`src/rtl/dm_arbiter_pkg.sv`:
```
// dm_arbiter_pkg: shared widths and lock-FSM state encoding for the data-memory arbiter
package dm_arbiter_pkg;
  localparam int DM_ADDR_W = 12;
  localparam int DM_DATA_W = 64;
  typedef enum logic [1:0] {IDLE = 2'd0, OWN0 = 2'd1, OWN1 = 2'd2} arb_state_e;
endpackage

```
`src/rtl/dm_arb_grant.sv`:
```
// dm_arb_grant: round-robin grant with bounded lock ownership
module dm_arb_grant
  import dm_arbiter_pkg::*;
#(
  parameter int MAX_LOCK = 8
) (
  input  logic clk,
  input  logic rst_n,
  input  logic req0,
  input  logic req1,
  input  logic lock0,
  input  logic lock1,
  output logic gnt0,
  output logic gnt1
);
  localparam int CW = $clog2(MAX_LOCK);
  localparam logic [CW-1:0] CMAX = CW'(MAX_LOCK - 1);
  arb_state_e state_q;
  logic last_q;
  logic [CW-1:0] cnt_q;
  always_comb begin
    gnt0 = rst_n & (state_q == OWN0 ? req0 : state_q == IDLE & req0 & (~req1 | last_q));
    gnt1 = rst_n & (state_q == OWN1 ? req1 : state_q == IDLE & req1 & (~req0 | ~last_q));
  end
  // lock_cnt counts cycles in ownership, so an idle owner still gets evicted
  always_ff @(posedge clk or negedge rst_n) begin
    if (!rst_n) begin
      state_q <= IDLE;
      last_q  <= 1'b1;
      cnt_q   <= '0;
    end else begin
      if (gnt0 | gnt1) last_q <= gnt1;
      case (state_q)
        IDLE: begin
          if (gnt0 & lock0) begin
            state_q <= OWN0;
            cnt_q   <= CW'(1);
          end else if (gnt1 & lock1) begin
            state_q <= OWN1;
            cnt_q   <= CW'(1);
          end
        end
        OWN0: begin
          if (!lock0) begin
            state_q <= IDLE;
            cnt_q   <= '0;
          end else if (cnt_q == CMAX && req1) begin
            state_q <= IDLE;
            cnt_q   <= '0;
            last_q  <= 1'b0;
          end else cnt_q <= cnt_q == CMAX ? cnt_q : cnt_q + CW'(1);
        end
        OWN1: begin
          if (!lock1) begin
            state_q <= IDLE;
            cnt_q   <= '0;
          end else if (cnt_q == CMAX && req0) begin
            state_q <= IDLE;
            cnt_q   <= '0;
            last_q  <= 1'b1;
          end else cnt_q <= cnt_q == CMAX ? cnt_q : cnt_q + CW'(1);
        end
        default: begin
          state_q <= IDLE;
          cnt_q   <= '0;
        end
      endcase
    end
  end
endmodule

```
`src/rtl/dm_arbiter.sv`:
```
// dm_arbiter: two-port arbiter onto a single-port data memory with registered read return
module dm_arbiter
  import dm_arbiter_pkg::*;
#(
  parameter int ADDR_W   = DM_ADDR_W,
  parameter int DATA_W   = DM_DATA_W,
  parameter int MAX_LOCK = 8
) (
  input  logic              clk,
  input  logic              rst_n,
  input  logic              req0,
  input  logic              req1,
  input  logic              we0,
  input  logic              we1,
  input  logic              lock0,
  input  logic              lock1,
  input  logic [ADDR_W-1:0] addr0,
  input  logic [ADDR_W-1:0] addr1,
  input  logic [DATA_W-1:0] wdata0,
  input  logic [DATA_W-1:0] wdata1,
  output logic              gnt0,
  output logic              gnt1,
  output logic              rvalid0,
  output logic              rvalid1,
  output logic [DATA_W-1:0] rdata0,
  output logic [DATA_W-1:0] rdata1,
  output logic [ADDR_W-1:0] dm_addr,
  output logic [DATA_W-1:0] dm_wdata,
  output logic              dm_we,
  output logic              dm_cs,
  input  logic [DATA_W-1:0] dm_rdata
);
  logic rvalid0_q, rvalid1_q;
  logic [DATA_W-1:0] rdata0_q, rdata1_q;
  dm_arb_grant #(.MAX_LOCK(MAX_LOCK)) u_grant (
    .clk  (clk),
    .rst_n(rst_n),
    .req0 (req0),
    .req1 (req1),
    .lock0(lock0),
    .lock1(lock1),
    .gnt0 (gnt0),
    .gnt1 (gnt1)
  );
  always_comb begin
    dm_cs    = gnt0 | gnt1;
    dm_we    = gnt0 ? we0 : gnt1 & we1;
    dm_addr  = gnt0 ? addr0 : gnt1 ? addr1 : '0;
    dm_wdata = gnt0 ? wdata0 : gnt1 ? wdata1 : '0;
  end
  always_ff @(posedge clk or negedge rst_n) begin
    if (!rst_n) begin
      rvalid0_q <= 1'b0;
      rvalid1_q <= 1'b0;
      rdata0_q  <= '0;
      rdata1_q  <= '0;
    end else begin
      rvalid0_q <= gnt0 & ~we0;
      rvalid1_q <= gnt1 & ~we1;
      if (gnt0 & ~we0) rdata0_q <= dm_rdata;
      if (gnt1 & ~we1) rdata1_q <= dm_rdata;
    end
  end
  assign rvalid0 = rvalid0_q;
  assign rvalid1 = rvalid1_q;
  assign rdata0  = rdata0_q;
  assign rdata1  = rdata1_q;
endmodule

```
`config.mk`:
```
export PLATFORM = sky130hd
export DESIGN_NAME = dm_arbiter
export DESIGN_NICKNAME = d
export VERILOG_FILES = /design/src/rtl/dm_arbiter_pkg.sv /design/src/rtl/dm_arb_grant.sv /design/src/rtl/dm_arbiter.sv
export SDC_FILE = /design/constraint.sdc
export NUM_CORES = 1
export LEC_CHECK = 0
export ABC_AREA = 1
export CAP_MARGIN = 5
export CORE_AREA = 2 2 167 169
export DETAILED_ROUTE_END_ITERATION = 16
export DIE_AREA = 0 0 169 171
export GPL_TIMING_DRIVEN = 0
export PLACE_DENSITY_LB_ADDON = 0.12
export SYNTH_ARGS = -nofsm -noshare
export SYNTH_HDL_FRONTEND = slang
export SYNTH_SLANG_ARGS = --single-unit
```
`constraint.sdc`:
```
create_clock -name clk -period 3.7 [get_ports clk]
set_clock_uncertainty 0.1 [all_clocks]
set_input_delay 0.37 -clock clk [delete_from_list [all_inputs] [get_ports clk]]
set_output_delay 0.37 -clock clk [all_outputs]
set_load 0.01 [all_outputs]
```
==> flow_summary.ini <==
[outcome]
status = finished clean

[pwr]
leakagePower_nw = 5.70
intPower_mw = 5.31
netSwitchingPower_mw = 2.96
power_density_mw_per_mm2 = 684
seqPwrFrac_pct = 30.9
p_comb_share_pct = 48.2
pwr-share-clk_pct = 20.9
vdd_drop_max_mv = 0.325
swShare_pct = 35.8
p_total_mw = 8.27

[layout]
drive_gt1_share_pct = 5.96
mostFrequentLayoutCells = nand2_1 (475), clkdlybuf4s50_1 (431), dfrtp_1 (135)
final_cells = 1711
final_area_mm2 = 0.0121
final_common_cell = nand2_1
areaGrowthSynthToFinish_pct = 81.8
fin_nets = 1574
fin_util_pct = 44.3

[timing]
finalHoldViolations = 0
worst_pin_slew_ns = 0.608
grt_setup_unrepaired = no
timing.final.ws_setup_ns = 0.265
whs_ns = 0.314
fin_crit_sh_pct = 92.8
slew_violations = 0
period_needed_ns = 3.43
setup_viol = 0
setup_tns_ns = 0
fmax_ghz = 0.291
relSlewSlack_pct = 59.5

[place]
place_inst = 1670
portBuffers = 432
placed_cell_area_mm2 = 0.0114
detailed_place_hpwl_mm = 23.5
preCtsSetupSlack_ns = -0.000256
finalWeightedCongestion = 0.858

[synthesis]
synth_area_leaders = dfrtp_1 (51%), nand2_1 (27%), nand3_1 (6.8%)
synth_edf_count = 0
syn-num-nets = 1120
postSynthCellCount = 891
async_flop_share_pct = 100
yosys.area.top_type = dfrtp_1
synth_area_mm2 = 0.00666
avgSynthCellArea_um2 = 7.47
synth_top_area_share_pct = 50.8
synth_cell_types = 26
ys_seq_area_share_pct = 51.2
ys.flop_type = dfrtp_1
synth_seq_cells = 136
yosysWarnings = 0

[floorplan]
core_mm2 = 0.0273
row_count = 61
io-pin-count = 434
die_y_um = 171
die_x_um = 169
start_util_pct = 24.4
die-area_mm2 = 0.0289

[global_routing]
track_usage_pct = 20.8
grt_pass1_wl_mm = 45.4
grt_pass1_vias = 7644
grt_max_degree = 82
grt-ovfl-total = 0
grt_antenna_before_repair = 8

[worst_setup_path]
crit_chain = inv_1, ha_1, nand2_1, nand2_1, nand2_4, inv_2, buf_4, buf_2, nand2_1, nand2_1, clkdlybuf4s50_1
cp_common_cell = nand2_1
critPathKind = flip-flop to output port
cp.required_ns = 3.23
end_kind = output port
arrival_ns = 2.96
path_max_fanout = 10
startpoint_type = flip-flop
slowest_stage = clkdlybuf4s50_1
max_stage_delay_ns = 0.57

[drt]
wl_per_cell_um = 17.8
drt_iter0_markers = 280
viasPerCell = 4.38
route.vias.total = 7499
ant_nets = 0
drt_first_pass_iters = 5
drc = 0
totalWireLength_mm = 30.5

[clock_tree]
cts_sinks = 136
htreeDepth = 4
cts_setup_buffers = 0
clockRootBuffer = clkbuf_16
cts.clk_slew.worst_paths_ns = 0.07
clk-insertion-delay-late_ns = 0.42
cts_max_path_buffers = 2
cts_buffers = 17
cts_tree = done

[hold_path]
min_path_type = input pin to flip-flop

[job]
cap_violations = 0
==> worst max-delay path: cells and delay by family (launching register included) <==
kind          cells  cell delay [ns]
buf+inv           5             1.31
fa+ha+maj         1             0.25
flops             1             0.42
simple gates      5             0.57
==> Yosys cell counts (3+ instances only) <==
cell	count
nand2_1	476
o21ai_0	66
buf_6	3
nand2_2	11
nor2_1	5
ha_1	5
inv_1	25
buf_2	17
dfrtp_1	135
nand3_1	91
buf_4	7
o21a_1	8
clkbuf_1	28
==> flip-flops by register name (all words and copies together), names as in the netlist <==
signal	cells
rdata0	64
rdata1	64
u_grant.cnt_q	3
u_grant.state_q	2
rvalid0	1
rvalid1	1
u_grant.last_q	1
==> worst paths after layout <==
| kind | from | endpoint | slack [ns] | depth (start not counted) |
|---|---|---|---|---|
| max | u_grant.state_q[0] | dm_wdata[46] | 0.27 | 11 |
| min | we0 | rdata0[22] | 0.31 | 3 |
| max reg2reg | u_grant.state_q[0] | rdata0[3] | 1.52 | 10 |
| min reg2reg | rdata1[52] | rdata1[52] | 0.38 | 2 |
| max in group asynchronous | rst_n | u_grant.cnt_q[1] | 2.62 | 3 |
| min in group asynchronous | rst_n | u_grant.last_q | 0.43 | 2 |
==> what timing repair did <==
| item | CTS | global route |
|---|---|---|
| endpoints found under the hold margin | 54 | 0 |
| hold buffers | 2 | 0 |
| resized for setup | 2 | 5 |
| endpoints found under the setup margin | 67 | 22 |
| cloned | 0 | 0 |
==> area by class of cell <==
| type | instances | area (um^2) |
|---|---|---|
| tap | 346 | 433 |
| clock inverter | 14 | 163 |
| multi-input combinational | 669 | 2840 |
| fill | 2803 | 15200 |
| clock buffer | 18 | 429 |
| buffer | 58 | 320 |
| inverter | 28 | 106 |
| sequential | 136 | 3400 |
| timing repair buffer | 435 | 4390 |
| antenna | 7 | 17.5 |
==> per-layer routing <==
layer | vias up | wire length (um) | global-route usage, % | share of wire, %
li1 | 3710 | - | - | -
met1 | 3472 | 11300 | 21.9 | 37
met2 | 272 | 15400 | 37.2 | 51
met3 | 43 | 2840 | 8.19 | 9.3
met4 | 2 | 885 | 8.55 | 2.9
met5 | - | 11 | 0 | 0.036
==> power by group through the flow <==
stage | clock, mW | combinational [mW] | sequential (mW)
floorplan | 0 | 1.20 | 2.87
global route | 1.84 | 4.37 | 2.65
finish | 1.73 | 3.98 | 2.56
CTS | 1.78 | 4.04 | 2.57
detailed placement | 0 | 4.03 | 2.56
global placement | 0 | 4.01 | 2.56
==> logic make-up after synthesis <==
| group | Yosys count | synth area share [%] |
|---|---|---|
| compound gates | 75 | 5.94 |
| flops | 136 | 51.2 |
| buf+inv | 86 | 6.34 |
| xor+xnor | 1 | 0.132 |
| fa+ha+maj | 5 | 0.940 |
| simple gates | 588 | 35.5 |
(Power assumes the default switching activity.)
